===== src/rtl/mem_port_arbiter.sv =====
// Two-requester (fetch / load-store) arbiter for a single registered memory port.
// Optional MEM_TIMEOUT_EN: abort a BUSY access after TIMEOUT_CYC cycles with err.
module mem_port_arbiter #(
    parameter int ADDR_W      = 32,
    parameter int DATA_W      = 32,
    parameter int STARVE_MAX  = 4,
    parameter int TIMEOUT_CYC = 255
) (
    input  logic                clk,
    input  logic                rst,

    input  logic                i_req,
    input  logic [ADDR_W-1:0]   i_addr,
    output logic [DATA_W-1:0]   i_rdata,
    output logic                i_ready,

    input  logic                d_req,
    input  logic                d_we,
    input  logic [DATA_W/8-1:0] d_be,
    input  logic [ADDR_W-1:0]   d_addr,
    input  logic [DATA_W-1:0]   d_wdata,
    output logic [DATA_W-1:0]   d_rdata,
    output logic                d_ready,

    output logic                m_req,
    output logic                m_we,
    output logic [DATA_W/8-1:0] m_be,
    output logic [ADDR_W-1:0]   m_addr,
    output logic [DATA_W-1:0]   m_wdata,
    input  logic [DATA_W-1:0]   m_rdata,
    input  logic                m_ready,

    output logic                grant_d,
    output logic                busy,
    output logic                err
);

    localparam int BE_W = DATA_W / 8;
    localparam int SW   = $clog2(STARVE_MAX + 1);

    typedef enum logic [1:0] {
        S_IDLE = 2'd0,
        S_BUSY = 2'd1,
        S_DONE = 2'd2
    } state_e;

    state_e              state_q, state_d;
    logic                grant_d_q, grant_d_d;
    logic                m_we_q, m_we_d;
    logic [BE_W-1:0]     m_be_q, m_be_d;
    logic [ADDR_W-1:0]   m_addr_q, m_addr_d;
    logic [DATA_W-1:0]   m_wdata_q, m_wdata_d;
    logic [DATA_W-1:0]   i_rdata_q, i_rdata_d;
    logic [DATA_W-1:0]   d_rdata_q, d_rdata_d;
    logic [SW-1:0]       starve_q, starve_d;

    logic                any_req;
    logic                pick_d;
    logic                grant_fire;
    logic                xfer_end;
    logic                timeout_fire;
    logic [DATA_W-1:0]   resp_word;

    assign any_req    = i_req | d_req;
    // D wins unless fetch is waiting and D has already had STARVE_MAX grants in a row
    assign pick_d     = d_req & (~i_req | (starve_q < SW'(STARVE_MAX)));
    assign grant_fire = (state_q == S_IDLE) & any_req;
    assign xfer_end   = (state_q == S_BUSY) & (m_ready | timeout_fire);

`ifdef MEM_TIMEOUT_EN
    localparam int                TW       = $clog2(TIMEOUT_CYC + 1);
    localparam logic [DATA_W-1:0] TMO_WORD = DATA_W'(32'hDEADBEEF);

    logic [TW-1:0] tmo_cnt_q, tmo_cnt_d;
    logic          err_q, err_d;

    assign timeout_fire = (state_q == S_BUSY) & ~m_ready &
                          (tmo_cnt_q == TW'(TIMEOUT_CYC - 1));
    assign resp_word    = timeout_fire ? TMO_WORD : m_rdata;

    always_comb begin
        tmo_cnt_d = tmo_cnt_q;
        err_d     = err_q;
        if (grant_fire)
            tmo_cnt_d = '0;
        else if (state_q == S_BUSY)
            tmo_cnt_d = tmo_cnt_q + TW'(1);
        if (xfer_end)
            err_d = timeout_fire;
    end

    always_ff @(posedge clk or negedge rst) begin
        if (!rst) begin
            tmo_cnt_q <= '0;
            err_q     <= 1'b0;
        end else begin
            tmo_cnt_q <= tmo_cnt_d;
            err_q     <= err_d;
        end
    end
`else
    assign timeout_fire = 1'b0;
    assign resp_word    = m_rdata;
`endif

    // State register
    always_ff @(posedge clk or negedge rst) begin
        if (!rst)
            state_q <= S_IDLE;
        else
            state_q <= state_d;
    end

    // Next-state logic
    always_comb begin
        state_d = state_q;
        case (state_q)
            S_IDLE:  if (any_req) state_d = S_BUSY;
            S_BUSY:  if (m_ready || timeout_fire) state_d = S_DONE;
            S_DONE:  state_d = S_IDLE;
            default: state_d = S_IDLE;
        endcase
    end

    // FSM outputs; m_req is high exactly while BUSY, so it is still a registered signal
    always_comb begin
        m_req   = (state_q == S_BUSY);
        busy    = (state_q != S_IDLE);
        i_ready = (state_q == S_DONE) & ~grant_d_q;
        d_ready = (state_q == S_DONE) &  grant_d_q;
`ifdef MEM_TIMEOUT_EN
        err     = (state_q == S_DONE) & err_q;
`else
        err     = 1'b0;
`endif
    end

    // Request capture, starvation tracking and response capture
    always_comb begin
        grant_d_d = grant_d_q;
        m_we_d    = m_we_q;
        m_be_d    = m_be_q;
        m_addr_d  = m_addr_q;
        m_wdata_d = m_wdata_q;
        i_rdata_d = i_rdata_q;
        d_rdata_d = d_rdata_q;
        starve_d  = starve_q;

        if (grant_fire) begin
            grant_d_d = pick_d;
            m_we_d    = pick_d & d_we;
            m_be_d    = pick_d ? d_be    : '1;
            m_addr_d  = pick_d ? d_addr  : i_addr;
            m_wdata_d = pick_d ? d_wdata : '0;
            if (pick_d && i_req) begin
                if (starve_q < SW'(STARVE_MAX))
                    starve_d = starve_q + SW'(1);
            end else begin
                starve_d = '0;
            end
        end

        if (xfer_end) begin
            if (!grant_d_q)
                i_rdata_d = resp_word;
            else if (!m_we_q)
                d_rdata_d = resp_word;
        end
    end

    always_ff @(posedge clk or negedge rst) begin
        if (!rst) begin
            grant_d_q <= 1'b0;
            m_we_q    <= 1'b0;
            m_be_q    <= '0;
            m_addr_q  <= '0;
            m_wdata_q <= '0;
            i_rdata_q <= '0;
            d_rdata_q <= '0;
            starve_q  <= '0;
        end else begin
            grant_d_q <= grant_d_d;
            m_we_q    <= m_we_d;
            m_be_q    <= m_be_d;
            m_addr_q  <= m_addr_d;
            m_wdata_q <= m_wdata_d;
            i_rdata_q <= i_rdata_d;
            d_rdata_q <= d_rdata_d;
            starve_q  <= starve_d;
        end
    end

    assign grant_d = grant_d_q;
    assign m_we    = m_we_q;
    assign m_be    = m_be_q;
    assign m_addr  = m_addr_q;
    assign m_wdata = m_wdata_q;
    assign i_rdata = i_rdata_q;
    assign d_rdata = d_rdata_q;

endmodule


===== config.mk =====
export PLATFORM = sky130hd
export DESIGN_NAME = mem_port_arbiter
export DESIGN_NICKNAME = d
export VERILOG_FILES = /design/src/rtl/mem_port_arbiter.sv
export SDC_FILE = /design/constraint.sdc
export NUM_CORES = 1
export LEC_CHECK = 0
export BUFFER_PORTS_ARGS = -buffer_cell sky130_fd_sc_hd__buf_2
export CORE_MARGIN = 4
export CORE_UTILIZATION = 50
export CTS_BUF_LIST = sky130_fd_sc_hd__clkbuf_4
export CTS_CLUSTER_SIZE = 25
export DETAILED_ROUTE_END_ITERATION = 8
export HOLD_SLACK_MARGIN = 0.12
export PLACE_DENSITY = 0.91
export SETUP_SLACK_MARGIN = 0.5
export SKIP_LAST_GASP = 1
export SLEW_MARGIN = 20
export SYNTH_ARGS = -nofsm -noshare
export SYNTH_HDL_FRONTEND = slang
export SYNTH_SLANG_ARGS = --single-unit

===== constraint.sdc =====
create_clock -name clk -period 2.95 [get_ports clk]
set_input_delay 0.295 -clock clk [delete_from_list [all_inputs] [get_ports clk]]
set_output_delay 0.295 -clock clk [all_outputs]
set_load 0.01 [all_outputs]

==> flow_summary.toml, run 1 <==
[power]
total_power_w = 0.00847
powerDensity_nw_per_um2 = 979
p_leak_nw = 4.27
irDropWorstVdd_mv = 0.538

[detailed_routing]
wire_per_inst_um = 21.2
finalWirelength_mm = 20.8
viasPerCell = 5.67
drcViolationCount = 0
drtIter0Drc = 532
via_count = 5554
ant_nets = 0
firstDrtPassIters = 5

[finish]
finish.net_count = 969
layout_common_cells = "274 x buf_2, 139 x dfrtp_1, 135 x dlygate4sd3_1"
final_common_cell = "buf_2"
final_cells = 979
fin_area_um2 = 8660
drive_gt1_frac = 0.455
syn_to_final_growth_pct = 58.1
fillers = 508

[sta]
setup_ws_ns = 0.841
fin_skew_ns = 0.0122
worstMarginPinSlew_ns = 0.815
drv_slew = 0
fin_tns_setup_ns = 0
setup_violations = 0
finalCritPeriodShare = 0.715
hold_viol = 0
fin_crit_ns = 2.11
timing.slew.headroom = 0.453
rsz0062_at_grt = "no"
timing.fmax_mhz = 474

[worst_setup_path]
cp-startpoint = "state_q[0]"
r2r-start = "starve_q[2]"
r2r_cells = 4
crit_path_end = "busy"
crit_chain = "nor2_2, buf_4, inv_1, buf_2"
reg2reg_slack_ns = 0.91
slowest_delay_ns = 0.49
start_kind = "flip-flop"
critPathCaptureType = "output pin"
required_ns = 2.65
crit_type = "reg -> out"
worstPathMaxFanout = 36
critPathArrivalTime_ns = 1.81
r2r-end = "m_wdata[20]"
cpMaxStageDelayCell = "dfrtp_1"

[run]
drv_cap = 0

[global_routing]
overflow = 0
grt_max_degree = 79
grt_pass1_vias = 5904
grt_pass1_wl_mm = 32.4
track_usage = 0.326
grt_antenna_before_repair = 1

[placement]
port-buffer-count = 275
dpl-instance-area_um2 = 6950
dpl.cell_count = 812
place.gp.congestion = 0.826
dp.final_hpwl_mm = 11.3
dp_slack_ns = 0.955

[clocking]
post-cts-setup-buffer-count = 0
path_clk_slew_ns = 0.12
cts_buffers = 17
htree_levels = 4
clockBufferDepth = 2
cts_num_sinks = 139
clockRootBuffer = "clkbuf_4"
clk_latency_ns = 0.53
cts_tree = "yes"

[die]
dieArea_um2 = 12700
die_w_um = 113
num_rows = 37
core_area_um2 = 10500
initial_core_util = 0.521
fp.dieH_um = 113
top_level_ports = 277

[synthesis]
synth_fp_nets = 564
syn_area_per_cell_um2 = 12.9
ys_seq_area_frac = 0.635
synthCells = 425
ys_ff_latch = 139
yosysUniqueCellTypes = 29
synth_warnings = 0
syn-cell-area_um2 = 5480

[hold_path]
hold_path.class = "in -> reg"

[run_status]
outcome = "completed"
## kinds of logic after synthesis
logic type / Yosys count / synth area share
flops: 139 / 0.635
compound gates: 107 / 0.134
simple gates: 77 / 0.0610
mux: 65 / 0.134
buf+inv: 35 / 0.0334
fa+ha+maj: 1 / 0.00228
other cells: 1 / 0.000685
## registers in the layout, summed over array words and instances, names as in the netlist, 2 cells and up
| signal | cells |
|---|---|
| i_rdata | 32 |
| state_q | 2 |
| d_rdata | 32 |
| m_be | 4 |
| m_wdata | 32 |
| m_addr | 32 |
| starve_q | 3 |
## how the worst min path moves through the flow
stage	slack, ns	endpoint	depth (start not counted)	startpoint
floorplan	-0.0006	d_rdata[0]	0	rst
global placement	0.35	i_rdata[10]	1	rst
detailed placement	0.37	i_rdata[10]	1	rst
CTS	0.24	m_addr[3]	4	i_req
global route	0.29	starve_q[2]	3	d_req
finish	0.32	m_addr[0]	4	i_req
## per-stage QoR
step,hold slack [ns],utilization
floorplan,-0.000591,-
global placement,0.353,0.661
detailed placement,0.367,0.661
CTS,0.240,0.823
global route,0.287,0.824
finish,0.318,0.824
## Yosys cell counts (all sizes together)
master  number  area share
inv          3      0.0021
and4b        1      0.0018
conb         1     0.00068
clkbuf      14      0.0096
o21ai        1     0.00091
a22o        35       0.056
buf         18       0.022
and3b        1      0.0016
ha           1      0.0023
a21oi       32       0.029
a21o         1      0.0014
nor3b        2      0.0037
mux2        65        0.13
nand2       66       0.045
or2b         1      0.0014
nor2         2      0.0018
o22a         4      0.0064
nor3         1      0.0018
a21boi       1      0.0014
a31oi       32       0.037
and2         1      0.0011
a21bo        1      0.0018
nand3b       1      0.0014
dfrtp      139        0.64
or2          1      0.0011
## critical path: cells and delay by family, from the launching register on
kind	cells	cell delay, ns
flops	1	0.49
buf+inv	3	0.61
simple gates	1	0.17
## timing repair
action / CTS / global route
hold endpoints to repair: 212 / 0
endpoints found under the setup margin: 0 / 0
hold buffers: 135 / 0
resized for setup: 0 / 0
## area by class of cell
type / count / area, um^2 / area share
diodes: 2 / 5.00 / 0.000578
clock buffers: 17 / 128 / 0.0147
clock inverters: 13 / 224 / 0.0259
inverters: 3 / 11.3 / 0.00130
multi-input cells: 251 / 1830 / 0.212
flip-flops and latches: 139 / 3480 / 0.402
well taps: 136 / 170 / 0.0197
repair buffers: 418 / 2810 / 0.324
## report_power, final
| part | internal [W] | switching [W] | leakage [nW] |
|---|---|---|---|
| sequential | 0.00281 | 0.000629 | 1.66 |
| combinational | 0.00164 | 0.00187 | 2.43 |
| clock | 0.000829 | 0.000699 | 0.177 |
| total | 0.00528 | 0.00320 | 4.27 |
## metal layers
metal / part of all wire / track usage
met5: 0 / 0
met2: 0.49 / 0.534
met4: 0.055 / 0.176
met3: 0.11 / 0.0970
met1: 0.35 / 0.388
Note: power is estimated with default switching activity, not from simulation.
==> run 2, diff against run 1 <==
--- a/config.mk
+++ b/config.mk
@@ -7,12 +7,12 @@
 export LEC_CHECK = 0
 export BUFFER_PORTS_ARGS = -buffer_cell sky130_fd_sc_hd__buf_2
 export CORE_MARGIN = 4
-export CORE_UTILIZATION = 50
+export CORE_UTILIZATION = 47
 export CTS_BUF_LIST = sky130_fd_sc_hd__clkbuf_4
 export CTS_CLUSTER_SIZE = 25
 export DETAILED_ROUTE_END_ITERATION = 8
 export HOLD_SLACK_MARGIN = 0.12
-export PLACE_DENSITY = 0.91
+export PLACE_DENSITY = 0.86
 export SETUP_SLACK_MARGIN = 0.5
 export SKIP_LAST_GASP = 1
 export SLEW_MARGIN = 20
==> constraint.sdc (replaced) <==
create_clock -name clk -period 2.2 [get_ports clk]
set_input_delay 0.22 -clock clk [delete_from_list [all_inputs] [get_ports clk]]
set_output_delay 0.22 -clock clk [all_outputs]
set_load 0.01 [all_outputs]
==> run 2 against run 1 <==
Largest power group unchanged. Total power is 35% higher. Register-to-register slack worse by 0.45 ns. Sequential share of layout area decreased by 0.86 points. Global-route usage is 1.4 points lower. Worst hold slack worse by 0.12 ns. Critical path depth up 1. Clock power rose by 24%.
==> flow_summary.toml, run 2 (same netlist as run 1, synthesis figures left out) <==
[run_status]
outcome = "completed"

[die]
initial_core_util = 0.480
top_level_ports = 277
fp.dieH_um = 116
core_area_um2 = 11400
die_w_um = 116
dieArea_um2 = 13400
num_rows = 39

[power]
clock_power_share = 0.165
powerDensity_nw_per_um2 = 1290
p_leak_nw = 4.37
irDropWorstVdd_mv = 0.889
comb_power_share = 0.433
switchingPower_w = 0.00431
power.share.sequential = 0.402
intPower_w = 0.00713
swShare = 0.377

[sta]
fin_crit_ns = 1.74
rsz0062_at_grt = "yes"
finalCritPeriodShare = 0.793
setup_violations = 0
fin_skew_ns = 0.0213
hold_viol = 0
timing.fmax_mhz = 573
drv_slew = 0
fin_tns_setup_ns = 0

[hold_path]
worstHoldEndpoint = "m_addr[2]"
worstHoldPathCells = 4
hold_path.class = "in -> reg"
min_from = "i_req"

[detailed_routing]
drtIter0Drc = 484
viasPerCell = 5.50
wire_per_inst_um = 20.8
finalWirelength_mm = 20.8
drcViolationCount = 0
ant_nets = 0
firstDrtPassIters = 5
via_count = 5496

[worst_setup_path]
required_ns = 2.60
reg2reg_slack_ns = 0.46
r2r-end = "d_rdata[14]"
crit_type = "reg -> reg"
critPathCaptureType = "flip-flop"
start_kind = "flip-flop"
critPathArrivalTime_ns = 2.14
worstPathMaxFanout = 16
r2r_cells = 5
r2r-start = "state_q[1]"

[finish]
layout_common_cells = "273 x buf_2, 137 x dfrtp_1, 136 x dlygate4sd3_1"
multi_input_area_um2 = 1850
fillers = 636
register_area_um2 = 3480
syn_to_final_growth_pct = 61.7
final_common_cell = "buf_2"
final_util = 0.775
finish.net_count = 981
drive_gt1_frac = 0.467

[global_routing]
gr-usage-met1 = 0.369
groute.layer.met3.usage = 0.0919
use_met2 = 0.517
grt_max_degree = 94
track_usage = 0.312
overflow = 0
grt_pass1_wl_mm = 32.3
grt_antenna_before_repair = 1
grt-busiest-layer = "met2"
grt_pass1_vias = 5997

[clocking]
clockBufferDepth = 2
cts_buffers = 17
clockRootBuffer = "clkbuf_4"
path_clk_slew_ns = 0.12
cts_num_sinks = 139
cts_tree = "yes"
clk_latency_ns = 0.51
htree_levels = 4

[placement]
dp.final_hpwl_mm = 11.1
place.gp.congestion = 0.833
port-buffer-count = 275

[run]
drv_cap = 0
## run 2: layout make-up
type	instances	share of cell area
Clock buffer	19	0.0161
Tap cell	143	0.0202
Inverter	3	0.00127
Timing Repair Buffer	430	0.338
Multi-Input combinational cell	251	0.209
Antenna cell	2	0.000565
Sequential cell	139	0.393
Clock inverter	13	0.0215
## run 2: critical path, cell delays in order, from the launching register on
cell and delay, ns:
dfrtp_2 0.47, nand3b_1 0.28, nor3b_4 0.23, buf_4 0.16, buf_16 0.15, mux2_2 0.35
## run 2: power by group through the flow
stage / sequential (W) / combinational [W] / clock [W]
2_1_floorplan: 0.00500 / 0.00187 / 0
3_3_place_gp: 0.00446 / 0.00416 / 0
3_5_place_dp: 0.00452 / 0.00435 / 0
4_1_cts: 0.00449 / 0.00475 / 0.00191
5_1_grt: 0.00471 / 0.00531 / 0.00205
6_report: 0.00460 / 0.00496 / 0.00189
## run 2: through the flow
stage                     setup slack [ns]  area (um^2)  cells  hold WS, ns  power [W]
after detailed placement             0.447         7000    822       0.0339    0.00887
after floorplan                      0.577         5480    425      -0.0756    0.00687
final                                0.456         8850   1000        0.202     0.0114
after global routing                 0.389         8850    999        0.180     0.0121
after CTS                            0.449         8810    996        0.194     0.0112
after global placement               0.550         7000    822       0.0328    0.00862
## run 2: repair_timing
item | CTS | global route
endpoints found under the setup margin | 37 | 98
pin swaps | 1 | 0
endpoints found under the hold margin | 273 | 0
gates resized for setup | 8 | 3
gates cloned | 2 | 0
buffers inserted | 4 | 2
hold buffers | 136 | 0
## run 2: worst max path at each step
stage / start / to / slack (ns) / cells after the start
2_1_floorplan: state_q[1] / d_rdata[10] / 0.58 / 4
3_3_place_gp: state_q[1] / d_rdata[14] / 0.55 / 4
3_5_place_dp: state_q[1] / d_rdata[21] / 0.45 / 4
4_1_cts: state_q[1] / busy / 0.45 / 4
5_1_grt: state_q[1] / busy / 0.39 / 4
6_report: state_q[1] / d_rdata[14] / 0.46 / 5
## run 2: metal layers
layer	part of all wire	vias up	wire, um
met5	0	-	0
met4	0.042	0	882
met3	0.10	89	2120
met2	0.49	409	10100
met1	0.37	2637	7670
li1	-	2361	-
==> run 3, diff against run 2 <==
--- a/config.mk
+++ b/config.mk
@@ -7,12 +7,12 @@
 export LEC_CHECK = 0
 export BUFFER_PORTS_ARGS = -buffer_cell sky130_fd_sc_hd__buf_2
 export CORE_MARGIN = 4
-export CORE_UTILIZATION = 47
+export CORE_UTILIZATION = 43
 export CTS_BUF_LIST = sky130_fd_sc_hd__clkbuf_4
 export CTS_CLUSTER_SIZE = 25
 export DETAILED_ROUTE_END_ITERATION = 8
 export HOLD_SLACK_MARGIN = 0.12
-export PLACE_DENSITY = 0.86
+export PLACE_DENSITY = 0.83
 export SETUP_SLACK_MARGIN = 0.5
 export SKIP_LAST_GASP = 1
 export SLEW_MARGIN = 20
==> constraint.sdc (replaced) <==
create_clock -name clk -period 1.5 [get_ports clk]
set_input_delay 0.15 -clock clk [delete_from_list [all_inputs] [get_ports clk]]
set_output_delay 0.15 -clock clk [all_outputs]
set_load 0.01 [all_outputs]
==> run 3 against run 2 <==
The run now ends with negative setup slack left. Worst setup slack worse by 0.76 ns. Cell area up 25%. Maximum frequency down 3.1%.
==> flow_summary.toml, run 3 (same netlist as run 1, synthesis figures left out) <==
[global_routing]
grt_max_degree = 44
overflow = 0
grt_pass1_vias = 6420
grt_antenna_before_repair = 5
grt_pass1_wl_mm = 35.5
track_usage = 0.317

[clocking]
holdBufCountCts = 137
cts_tree = "yes"
path_clk_slew_ns = 0.14
cts_num_sinks = 139
htree_levels = 4
cts_buffers = 17
clockRootBuffer = "clkbuf_4"
clk_latency_ns = 0.53
clockBufferDepth = 2

[detailed_routing]
wire_per_inst_um = 27.4
ant_nets = 0
finalWirelength_mm = 31.9
drcViolationCount = 0
drtIter0Drc = 852
firstDrtPassIters = 6
viasPerCell = 5.87
via_count = 6831

[sta]
fin_crit_ns = 1.80
drv_slew = 0
rsz0062_at_grt = "yes"
fin_skew_ns = 0.0262
hold_viol = 0
setup_ws_ns = -0.301
timing.fmax_mhz = 555
setup_violations = 125
finalCritPeriodShare = 1.20

[die]
dieArea_um2 = 14600
die_w_um = 121
num_rows = 40
fp.dieH_um = 121
initial_core_util = 0.447
core_area_um2 = 12300
top_level_ports = 277

[hold_path]
hold_path.class = "in -> async"

[run]
drv_cap = 0

[finish]
layout_common_cells = "233 x buf_2, 137 x dfrtp_1, 137 x dlygate4sd3_1"
final_common_cell = "buf_2"
fillers = 408
syn_to_final_growth_pct = 103
finish.net_count = 1119
final_cells = 1163
register_area_um2 = 3480
drive_gt1_frac = 0.567
multi_input_area_um2 = 2390

[power]
powerDensity_nw_per_um2 = 2110
irDropWorstVdd_mv = 1.05
p_leak_nw = 5.44

[worst_setup_path]
crit_top_cell = "buf_6"
required_ns = 1.92
cpLargestDelayFamily = "buffers and inverters"
critPathBufInv = 3
start_kind = "flip-flop"
critPathCaptureType = "flip-flop"
worstPathMaxFanout = 8
cpMaxStageDelayCell = "dfrtp_1"
critPathArrivalTime_ns = 2.22
crit_type = "reg -> reg"
r2r_cells = 6
slowest_delay_ns = 0.43
cp_num_cells = 6
crit_chain = "nand3b_1, buf_6, nor2_4, buf_6, clkbuf_16, mux2_4"

[placement]
port-buffer-count = 275
dp_slack_ns = -0.121
dp.final_hpwl_mm = 11.6
dpl.cell_count = 852
place.gp.congestion = 0.791

[run_status]
violations = "negative setup slack"
outcome = "finished with violations"
-- run 3: cell count changes in the layout (fill, tap and decap cells not counted), sizes merged, moves of 2 or more --
cell | before | now
buf | 293 | 420
bufinv | 4 | 2
clkbuf | 19 | 29
clkinvlp | 0 | 3
-- run 3: where the power goes --
part / total [W] / switching, W / leakage, nW / internal [W]
registers: 0.00707 / 0.00154 / 1.66 / 0.00554
clock network: 0.00247 / 0.00149 / 0.137 / 0.000983
logic: 0.0139 / 0.00613 / 3.65 / 0.00774
total: 0.0234 / 0.00915 / 5.44 / 0.0143
-- run 3: cell type report --
type,count,share of cell area
multi-input cells,251,0.216
inverters,3,0.00124
repair buffers,568,0.426
diodes,3,0.000677
well taps,168,0.0190
clock inverters,13,0.0114
clock buffers,18,0.0122
flip-flops and latches,139,0.314
-- run 3: path summary, 6_finish.rpt --
check | start | end | slack (ns)
worst min register to register | m_wdata[29] | m_wdata[29] | 0.52
worst min-delay path | rst | d_rdata[23] | 0.11
min in group clk | d_req | m_addr[25] | 0.27
worst max register to register | state_q[1] | i_rdata[26] | -0.30
max in group asynchronous | rst | m_addr[20] | 0.79
worst max-delay path | state_q[1] | i_rdata[26] | -0.30
-- run 3: through the flow --
| stage | TNS [ns] | power, W | utilization | area, um^2 | hold WS (ns) |
|---|---|---|---|---|---|
| after global routing | -22.13 | 0.0240 | 0.904 | 11100 | 0.0939 |
| after floorplan | -4.56 | 0.0101 | - | 5480 | -0.146 |
| after global placement | -1.73 | 0.0129 | 0.583 | 7150 | 0.0865 |
| after CTS | -9.81 | 0.0181 | 0.786 | 9630 | 0.0596 |
| final | -18.25 | 0.0234 | 0.904 | 11100 | 0.110 |
| after detailed placement | -3.44 | 0.0133 | 0.583 | 7150 | 0.0903 |
-- run 3: per-layer routing --
layer  vias up  routed length, um  global-route usage
met5         -                 12                   0
met4         2               2310               0.145
met3       211               3380              0.0833
met2       677              15400               0.563
met1      3304              10800               0.353
li1       2637                  -                   -
-- run 3: repair_timing --
item,4_1_cts,5_1_grt
cloned,8,13
setup buffers,58,61
endpoints found under the hold margin,277,33
pin swaps,2,34
endpoints found under the setup margin,276,276
gates resized for setup,43,125
